$ cat src/rtl/router_fsm.sv
// router_fsm: ingress control FSM for the 1x3 router.
// Sequences header decode, first-data load, payload load, full-FIFO stall,
// parity load and parity check, and back-pressures the source via busy.
// Optional build macro: ROUTER_FSM_DROP_EN adds a DROP_PACKET state that
// discards packets whose header address is 3.
module router_fsm #(
  parameter int ADDR_W = 2
) (
  input  logic              clock,
  input  logic              resetn,
  input  logic              pkt_valid,
  input  logic [ADDR_W-1:0] data_in,
  input  logic              fifo_full,
  input  logic              fifo_empty_0,
  input  logic              fifo_empty_1,
  input  logic              fifo_empty_2,
  input  logic              soft_reset_0,
  input  logic              soft_reset_1,
  input  logic              soft_reset_2,
  input  logic              parity_done,
  input  logic              low_pkt_valid,
  output logic              busy,
  output logic              detect_add,
  output logic              lfd_state,
  output logic              ld_state,
  output logic              laf_state,
  output logic              full_state,
  output logic              write_enb_reg,
  output logic              rst_int_reg
);

  typedef enum logic [3:0] {
    DECODE_ADDRESS     = 4'd0,
    WAIT_TILL_EMPTY    = 4'd1,
    LOAD_FIRST_DATA    = 4'd2,
    LOAD_DATA          = 4'd3,
    FIFO_FULL_STATE    = 4'd4,
    LOAD_AFTER_FULL    = 4'd5,
    LOAD_PARITY        = 4'd6,
    CHECK_PARITY_ERROR = 4'd7,
    DROP_PACKET        = 4'd8
  } state_t;

  state_t            state_q, state_d;
  logic [ADDR_W-1:0] addr_q, addr_d;

  // Per-FIFO status selected by the incoming header and by the latched address.
  logic hdr_valid;
  logic hdr_empty;
  logic addr_empty;
  logic addr_soft_reset;
  logic soft_reset_allowed;

  // Select FIFO empty / soft-reset flags for the header byte and the latched address.
  always_comb begin
    hdr_valid       = (data_in <= ADDR_W'(2));
    hdr_empty       = 1'b0;
    addr_empty      = 1'b0;
    addr_soft_reset = 1'b0;
    case (data_in)
      ADDR_W'(0): hdr_empty = fifo_empty_0;
      ADDR_W'(1): hdr_empty = fifo_empty_1;
      ADDR_W'(2): hdr_empty = fifo_empty_2;
      default:    hdr_empty = 1'b0;
    endcase
    // addr_q can only hold 3 while discarding a packet, where soft resets
    // are ignored anyway, so the default arm never matters.
    case (addr_q)
      ADDR_W'(1): begin
        addr_empty      = fifo_empty_1;
        addr_soft_reset = soft_reset_1;
      end
      ADDR_W'(2): begin
        addr_empty      = fifo_empty_2;
        addr_soft_reset = soft_reset_2;
      end
      default: begin
        addr_empty      = fifo_empty_0;
        addr_soft_reset = soft_reset_0;
      end
    endcase
  end

  // State and latched destination address registers.
  always_ff @(posedge clock) begin
    if (!resetn) begin
      state_q <= DECODE_ADDRESS;
      addr_q  <= '0;
    end else begin
      state_q <= state_d;
      addr_q  <= addr_d;
    end
  end

  // Next-state logic and Moore output decode.
  always_comb begin
    state_d       = state_q;
    addr_d        = addr_q;
    busy          = 1'b1;
    detect_add    = 1'b0;
    lfd_state     = 1'b0;
    ld_state      = 1'b0;
    laf_state     = 1'b0;
    full_state    = 1'b0;
    write_enb_reg = 1'b0;
    rst_int_reg   = 1'b0;

    // Header address is re-captured on every valid byte while decoding.
    if ((state_q == DECODE_ADDRESS) && pkt_valid) begin
      addr_d = data_in;
    end

    case (state_q)
      DECODE_ADDRESS: begin
        busy       = 1'b0;
        detect_add = 1'b1;
        if (pkt_valid) begin
          if (hdr_valid) begin
            state_d = hdr_empty ? LOAD_FIRST_DATA : WAIT_TILL_EMPTY;
          end
`ifdef ROUTER_FSM_DROP_EN
          else begin
            state_d = DROP_PACKET;
          end
`endif
        end
      end
      WAIT_TILL_EMPTY: begin
        if (addr_empty) begin
          state_d = LOAD_FIRST_DATA;
        end
      end
      LOAD_FIRST_DATA: begin
        lfd_state = 1'b1;
        state_d   = LOAD_DATA;
      end
      LOAD_DATA: begin
        busy          = 1'b0;
        ld_state      = 1'b1;
        write_enb_reg = 1'b1;
        // A full FIFO must stall before the source's pkt_valid drop is honoured.
        if (fifo_full) begin
          state_d = FIFO_FULL_STATE;
        end else if (!pkt_valid) begin
          state_d = LOAD_PARITY;
        end
      end
      FIFO_FULL_STATE: begin
        full_state = 1'b1;
        if (!fifo_full) begin
          state_d = LOAD_AFTER_FULL;
        end
      end
      LOAD_AFTER_FULL: begin
        laf_state     = 1'b1;
        write_enb_reg = 1'b1;
        if (parity_done) begin
          state_d = DECODE_ADDRESS;
        end else if (low_pkt_valid) begin
          state_d = LOAD_PARITY;
        end else begin
          state_d = LOAD_DATA;
        end
      end
      LOAD_PARITY: begin
        write_enb_reg = 1'b1;
        state_d       = CHECK_PARITY_ERROR;
      end
      CHECK_PARITY_ERROR: begin
        rst_int_reg = 1'b1;
        state_d     = fifo_full ? FIFO_FULL_STATE : DECODE_ADDRESS;
      end
`ifdef ROUTER_FSM_DROP_EN
      DROP_PACKET: begin
        busy = 1'b0;
        if (!pkt_valid) begin
          state_d = DECODE_ADDRESS;
        end
      end
`endif
      default: begin
        state_d = DECODE_ADDRESS;
      end
    endcase

    // A read-timeout on the addressed FIFO abandons the packet in flight.
    soft_reset_allowed = (state_q != DECODE_ADDRESS);
`ifdef ROUTER_FSM_DROP_EN
    if (state_q == DROP_PACKET) begin
      soft_reset_allowed = 1'b0;
    end
`endif
    if (soft_reset_allowed && addr_soft_reset) begin
      state_d = DECODE_ADDRESS;
    end
  end

endmodule

$ cat config.mk
export PLATFORM = sky130hd
export DESIGN_NAME = router_fsm
export DESIGN_NICKNAME = d
export VERILOG_FILES = /design/src/rtl/router_fsm.sv
export SDC_FILE = /design/constraint.sdc
export NUM_CORES = 1
export LEC_CHECK = 0
export CAP_MARGIN = 10
export CORE_AREA = 2 2 39 41
export DETAILED_ROUTE_END_ITERATION = 7
export DIE_AREA = 0 0 41 43
export DONT_BUFFER_PORTS = 1
export PLACE_DENSITY = 0.55
export SETUP_SLACK_MARGIN = 0.5
export SLEW_MARGIN = 10
export SYNTH_ARGS = -nofsm -noshare
export SYNTH_HDL_FRONTEND = slang
export SYNTH_SLANG_ARGS = --single-unit
$ cat constraint.sdc
create_clock -name clock -period 1.5 [get_ports clock]
set_clock_uncertainty 0.2 [all_clocks]
set_input_delay 0.225 -clock clock [delete_from_list [all_inputs] [get_ports clock]]
set_output_delay 0.225 -clock clock [all_outputs]
set_load 0.005 [all_outputs]
# == Word-level counts from Yosys, hierarchy flattened ==
# Index checks and enable logic that the tools add are counted.
# op_classes
magnitude_cmp,1
n_eq_ne,16
mux,22
n_bitwise,1
reduce_logical,9
# ops
operator,n
4-bit one-hot mux with 8 select lines,1
4-bit 2-to-1 mux,6
"4-bit by 3-bit == test with 1-bit output, second input constant",4
3-bit 2-to-1 mux,3
"4-bit by 2-bit == test with 1-bit output, second input constant",2
1-bit 2-to-1 mux,8
"2-bit != test, second input constant",4
5-bit AND reduction,1
"2-bit by 1-bit == test with 1-bit output, second input constant",2
"2-bit == test, second input constant",2
"4-bit by 1-bit == test with 1-bit output, second input constant",1
4-bit logical NOT,1
1-bit one-hot mux with 2 select lines,2
4-bit nonzero test,1
2-bit OR reduction,2
"3-bit != test, second input constant",1
1-bit one-hot mux with 3 select lines,1
3-bit OR reduction,1
"2-bit less-or-equal comparator, second input constant",1
1-bit logical AND,2
2-bit logical NOT,1
2-bit 2-to-1 mux,1
1-bit inverter,1
# totals
ff_bits,6
out_inout_bits,8
word_cells,51

# == Depth between registers and ports, before layout ==
# Gate-level depths: netlist of run 1.
# logic_depth
ltp_word,6
ltp_mapped,6

# == Worst setup path before layout of run 1 ==
# Ideal clock, no wire load.
# synth_path
kind,register to register
start,register addr_q[0]
end,register state_q[0]
setup_ns,0.074
arrival_time_ns,1.290
required_ns,1.226
slack_ns,-0.064
path_stages_with_launch,7
path_cell_list,dfxtp_1 inv_1 ha_1 nand2_1 o21ai_0 or3_1 a31oi_2
# synth_between
elab_chain_cells,4
elab_cells_between_ends,8
# synth_lines
item,line_no,source
from (decl),45,"logic [ADDR_W-1:0] addr_q, addr_d;"
from (signal assigned),91,addr_q <= addr_d;
2-bit == test / 2-bit by 1-bit == test with 1-bit output (equally long branches),68,case (addr_q)
1-bit one-hot mux with 2 select lines,68,
2-bit != test (no line) / 1-bit logical AND (equally long branches),n/a,
5-bit AND reduction (no line) / 2-bit OR reduction (equally long branches),n/a,
to (signal assigned),90,state_q <= state_d;
to (decl),44,"state_t state_q, state_d;"
# Several ways; a longest one is shown, not always the timed one.
# A chain may end at the register's enable or synchronous reset.

# == Worst setup path in the final report of run 1 ==
# layout_path
start,register addr_q[1]
end,register state_q[0]
# The elaborated chain is that of the path after synthesis.

==> results.txt, run 1 <==
Worst hold margin = -52.7 ps
Total clock sinks = 5
DRT antenna net count = 0
Dominant cell type by area after synthesis = dfxtp_1
Final setup margin = -94.6 ps
Worst IR Drop VDD = 0.000875 V
Largest net degree at the start of global routing = 10
Avg Synthesized Cell Area = 7.53 um^2
Grt total ovfl = 0
Reg-to-Reg End = state_q[0]
Die width = 41 um
Critical Path RT = 1460 ps
Pwr/cell area = 1770 mW/mm^2
Status = complete, but fails checks
Final setup vio count = 5
Worst R2R Start = addr_q[1]
CTS buffer count = 3
Worst Hold Class = in -> reg
Reg2reg path depth = 6
IO Pins = 22
# rows = 14
Synth Register Bits = 5
Final Instance Area = 882 um^2
CTS root buf = clkbuf_4
Setup TNS = -204 ps
Inst Count DP = 88
Nets = 105
Initial Utilization = 36.4%
Multi-input logic area = 497 um^2
Fill cells = 114
Routed WL = 1620 um
Max_slew headroom = 80.8%
F_max = 627 MHz
Worst-Skew Late Latency = 240 ps
Least-Margin Pin Slew = 287 ps
Gr usage total = 20.0%
Fin. Hold Viols = 2
Initial drt markers = 11
Unrepaired setup endpoints after global routing = yes
First-pass GRT wire length = 2440 um
Crit Path Class = reg -> reg
Core area = 0.00138 mm^2
Non-Filler Instances = 104
Reg area = 116 um^2
CTS Buffer Depth = 2
Hold endpoint = addr_q[1]
H-tree depth = 1
Routed WL per cell = 15.6 um
N_diodes = 0
Flop2flop setup slack = -90 ps
Tmin final = 1590 ps
Clock transition at path regs = 40 ps
LEAKAGE = 0.344 nW
CTS tree = done
Die H = 43 um
YS warnings = 0
Detailed Routing Iterations Pass 1 = 4
Critical path fanouts, max = 3
Hold Path Cell Cnt = 2
Worst EP arrival = 1550 ps
Post-Syn Area = 504 um^2
Die Footprint = 0.00176 mm^2
Worst setup EP type = flip-flop
Synth cell types = 35
Syn Nets = 83
CTS Hold Bufs = 3
Setup crit start kind = flip-flop
Fin crit share = 106%
Dpl hpwl = 1040 um
Initial antenna violation count = 0
DR vias = 592
Vias in the first global route = 576
Residual DRC = 0
Sequential-to-total area share from yosys stat = 19.9%
Synth top area cells = dfxtp_1 (20%), nand2_1 (6.7%), nor2_1 (6.0%), ha_1 (5.0%), inv_1 (4.5%)
Worst setup startpoint = addr_q[1]
Buffers added on ports = 0
Via-to-Cell Ratio = 5.69
Pins Over Slew Limit = 0
GP Congestion = 0.666
Hold path start = pkt_valid
Place WS = -76.3 ps
Synth Instances = 67
Placed cell area = 607 um^2
Max-cap check violation count = 0
Area grow syn2layout = 74.9%
Failing checks = negative hold slack, negative setup slack
Share of layout cells above drive strength 1 = 64.8%
Share of the synthesized area in the top cell type = 19.9%
==> critical path, cell delays in order (launching register included) <==
cell and delay, ps:
dfxtp_2 370, inv_2 60, ha_4 160, a22oi_2 140
o21ai_1 90, or3_1 340, a31oi_2 170
==> layout make-up <==
cell class / count / share of cell area (%)
Multi-Input combinational cell: 52 / 56.3
Sequential cell: 5 / 13.2
Inverter: 7 / 3.55
Timing Repair Buffer: 20 / 21.7
Tap cell: 16 / 2.27
Clock buffer: 4 / 2.98
==> cell usage in the layout (no fill, tap or decap), drive strengths merged <==
cell and count:
nor3 2, o21ai 4, a32oi 1, a21oi 1, dlygate4sd3 3, nand3b 1, inv 7, or2 1
mux2i 1, a21o 1, a22oi 1, a211oi 1, a211o 1, nor3b 1, nand2 9, and4 1
buf 17, o211ai 1, a21boi 2, nand3 3, o31ai 1, dfxtp 5, a221o 1, ha 2
nor2b 1, or3 1, clkbuf 4, a31oi 3, nor2 8, nand2b 1, a221oi 2
==> registers in the layout (all words and copies together), names as in the netlist <==
| name | flops |
|---|---|
| addr_q | 2 |
| state_q | 3 |
==> synthesized netlist by cell type (all sizes together) <==
cell type,number
nand2,9
nor2,8
inv,7
dfxtp,5
o21ai,4
a31oi,3
buf,3
nand3,3
a21boi,2
a221oi,2
ha,2
nor3,2
a211o,1
a211oi,1
a21o,1
a21oi,1
a221o,1
a22oi,1
a32oi,1
and4,1
mux2i,1
nand2b,1
nand3b,1
nor2b,1
nor3b,1
o211ai,1
o31ai,1
or2,1
or3,1
==> metal layers <==
layer	track usage, %	up-vias	wire, um
met2	33.8	18	967
met4	9.33	0	17
met5	0	-	0
met1	20.5	288	555
met3	6.81	2	83
li1	-	284	-
==> repair_timing <==
item	CTS	global route
endpoints found under the hold margin	5	2
pin swaps	1	4
setup buffers	4	5
gates resized for setup	27	15
endpoints found under the setup margin	13	13
==> how the worst max path moves through the flow <==
stage | cells past startpoint | end | slack (ps)
2_1_floorplan | 6 | state_q[0] | 0.8
3_3_place_gp | 6 | state_q[0] | -20
3_5_place_dp | 6 | state_q[0] | -80
4_1_cts | 6 | state_q[0] | -60
5_1_grt | 6 | state_q[0] | -160
6_report | 6 | state_q[0] | -90
==> metrics by stage <==
stage	total power, mW	utilization (%)	hold WS [ps]
floorplan	0.762	-	139
global placement	0.935	43.9	147
detailed placement	0.937	43.9	150
CTS	1.36	57.5	-69.5
global route	1.67	63.7	-54.7
finish	1.56	63.7	-52.7
==> power breakdown <==
part           internal (mW)  switching, mW  total [mW]
logic                  0.619          0.520        1.14
registers              0.191         0.0825       0.273
clock network          0.100         0.0515       0.152
total                  0.910          0.654        1.56
==> cells by family (layout without fill, tap and decap cells) <==
| group | after synthesis | after routing | share of synthesized area (%) |
|---|---|---|---|
| buffers and inverters | 10 | 31 | 9.92 |
| and+or+nand+nor | 29 | 29 | 33.0 |
| muxes | 1 | 1 | 1.99 |
| DFF | 5 | 5 | 19.9 |
| adders and majority gates | 2 | 2 | 4.96 |
| AOI/OAI and AO/OA | 20 | 20 | 30.3 |
Power figures use the tool's default switching activity.
==> inputs of run 2 (changes only) <==
--- a/config.mk
+++ b/config.mk
@@ -6,11 +6,13 @@
 export NUM_CORES = 1
 export LEC_CHECK = 0
 export CAP_MARGIN = 10
-export CORE_AREA = 2 2 39 41
+export CELL_PAD_IN_SITES_DETAIL_PLACEMENT = 2
+export CELL_PAD_IN_SITES_GLOBAL_PLACEMENT = 2
+export CORE_ASPECT_RATIO = 1.4
+export CORE_UTILIZATION = 27
 export DETAILED_ROUTE_END_ITERATION = 7
-export DIE_AREA = 0 0 41 43
 export DONT_BUFFER_PORTS = 1
-export PLACE_DENSITY = 0.55
+export PLACE_DENSITY = 0.69
 export SETUP_SLACK_MARGIN = 0.5
 export SLEW_MARGIN = 10
 export SYNTH_ARGS = -nofsm -noshare
==> results.txt, run 2 (synthesized netlist as in run 1, its figures left out) <==
Status = complete, but fails checks
Failing checks = negative hold slack, negative setup slack
Clock transition at path regs = 40 ps (about the same)
Pwr/cell area = 1850 mW/mm^2 (+4.2%)
IO Pins = 22 (unchanged)
Worst R2R Start = addr_q[0]
Hold Path Cell Cnt = 2 (unchanged)
LEAKAGE = 0.348 nW (+1.0%)
Post-Route M1 WL = 711 um (+28%)
Place WS = -108 ps (-32.2 ps)
# rows = 18 (+4)
Worst hold margin = -74.4 ps (-21.7 ps)
Grt total ovfl = 0 (unchanged)
Fin crit share = 107% (+1.1 points)
Initial drt markers = 2 (-9)
Setup TNS = -363 ps (-159 ps)
Share of layout cells above drive strength 1 = 67.8% (+3.0 points)
Largest registers = state_q (3), addr_q (2)
Max-cap check violation count = 0 (unchanged)
Critical-path cell list = inv_2 > ha_4 > a221oi_2 > a211o_1 > nand3_2 > a211oi_2
DR vias = 639 (+7.9%)
Die H = 53.1 um (+24%)
Gr usage total = 25.4% (+5.4 points)
Routed WL per cell = 23.2 um (+48%)
CTS root buf = clkbuf_4
Fin. Hold Viols = 2 (unchanged)
Multi-input logic area = 502 um^2 (+1.0%)
Critical Path RT = 1440 ps (-20 ps)
Worst IR Drop VDD = 0.000786 V (-10%)
Final setup vio count = 5 (unchanged)
Final setup margin = -112 ps (-17.0 ps)
CTS Hold Bufs = 3 (unchanged)
H-tree depth = 1 (unchanged)
Residual DRC = 0 (unchanged)
Int Pwr = 0.942 mW (+3.5%)
Largest net degree at the start of global routing = 9 (-1)
Least-Margin Pin Slew = 366 ps (+78.0 ps)
Initial Utilization = 28.7% (-7.7 points)
First-pass GRT wire length = 3400 um (+40%)
Buffers added on ports = 0 (unchanged)
Core area = 0.00176 mm^2 (+27%)
Pins Over Slew Limit = 0 (unchanged)
Routed length on met3 = 65 um (-22%)
GP Congestion = 0.692 (+3.9%)
Fill cells = 188 (+65%)
N_diodes = 0 (unchanged)
Critical path fanouts, max = 4 (+1)
Reg area = 116 um^2 (unchanged)
Largest Register = state_q
Tmin final = 1610 ps (+17.0 ps)
DRT antenna net count = 0 (unchanged)
Clk pwr share = 9.1% (-0.6 points)
Area grow syn2layout = 81.9%
Worst Hold Class = in -> reg
CTS Buffer Depth = 2 (unchanged)
Worst setup EP type = flip-flop
CTS buffer count = 3 (unchanged)
Hold path start = pkt_valid
Sw Share = 44.4% (+2.6 points)
Detailed Routing Iterations Pass 1 = 3 (-1)
Max_slew headroom = 75.4% (-5.5 points)
Die Footprint = 0.00205 mm^2 (+16%)
Flop pwr share = 17.2% (-0.3 points)
F_max = 621 MHz (-1.1%)
Reg-to-Reg End = state_q[1]
Routed wl met2 = 1650 um (+71%)
CP bufs+invs = 1 (unchanged)
Vias in the first global route = 740 (+28%)
Setup crit start kind = flip-flop
Psw = 0.753 mW (+15%)
Path length in cells of the critical path = 6 (unchanged)
Crit Path Class = reg -> reg
Gate power share = 73.7% (+0.9 points)
Flop2flop setup slack = -110 ps (-20 ps)
Worst EP arrival = 1560 ps (about the same)
Total clock sinks = 5 (unchanged)
Crit path max-delay family = compound AO/OA/AOI/OAI gates
Routed WL = 2550 um (+57%)
Dpl hpwl = 1360 um (+31%)
Unrepaired setup endpoints after global routing = yes
Reg2reg path depth = 6 (unchanged)
Max incr delay on CP = 350 ps (-20 ps)
Worst-Skew Late Latency = 240 ps (about the same)
Initial antenna violation count = 0 (unchanged)
Slowest stage cell, crit path = dfxtp_2
Max reg flops = 3 (unchanged)
Hold endpoint = addr_q[0]
Uppermost layer routed = met4
Most frequent cells in the layout = buf_6 (9), buf_4 (9), nor2_4 (5)
Nets = 107 (+1.9%)
Via-to-Cell Ratio = 5.81 (+2.1%)
CTS tree = done
Die width = 38.5 um (-6.0%)
[run 2: changes by cell type in the layout (fill, tap and decap cells not counted), sizes merged]
cell | previous run | this run
buf | 17 | 19
[run 2: per-stage QoR]
stage                     instance area, um^2  util, %  hold WS (ps)  instances  power, mW
final                                     917     52.2         -74.4        110       1.70
after global routing                      917     52.2         -89.4        110       1.79
after CTS                                 852     48.5         -85.4        109       1.54
after detailed placement                  627     35.7           154         94       1.02
after global placement                    627     35.7           153         94      0.984
after floorplan                           557        -           139         67      0.762
[run 2: final cells by class]
class	instances	area share, %
clock buffers	4	2.86
multi-input cells	52	54.7
well taps	20	2.73
flip-flops and latches	5	12.7
inverters	7	3.14
repair buffers	22	23.9
[run 2: how the worst max path moves through the flow]
stage                          from          to  slack [ps]
after CTS                 addr_q[1]  state_q[0]         -80
after floorplan           addr_q[1]  state_q[0]         0.8
after detailed placement  addr_q[1]  state_q[0]        -110
final                     addr_q[0]  state_q[1]        -110
after global routing      addr_q[0]  state_q[1]        -190
after global placement    addr_q[1]  state_q[0]         -50
[run 2: metal layers]
metal,global-route usage [%],vias to the layer above
li1,-,291
met1,19.2,320
met2,50.6,18
met3,5.46,10
met4,18.4,0
met5,0,-
[run 2: repair_timing]
| item | 4_1_cts | 5_1_grt |
|---|---|---|
| pin swaps | 8 | 5 |
| hold endpoints to repair | 5 | 2 |
| cloned | 0 | 0 |
| setup endpoints to repair | 13 | 13 |
| setup buffers | 8 | 1 |
| gates resized for setup | 25 | 15 |
[run 2: power by group through the flow]
stage          Clock [mW]  Sequential [mW]  Combinational, mW
6_report            0.155            0.291               1.25
2_1_floorplan           0            0.208              0.555
3_3_place_gp            0            0.279              0.705
5_1_grt             0.173            0.298               1.32
3_5_place_dp            0            0.280              0.741
4_1_cts             0.163            0.285               1.09
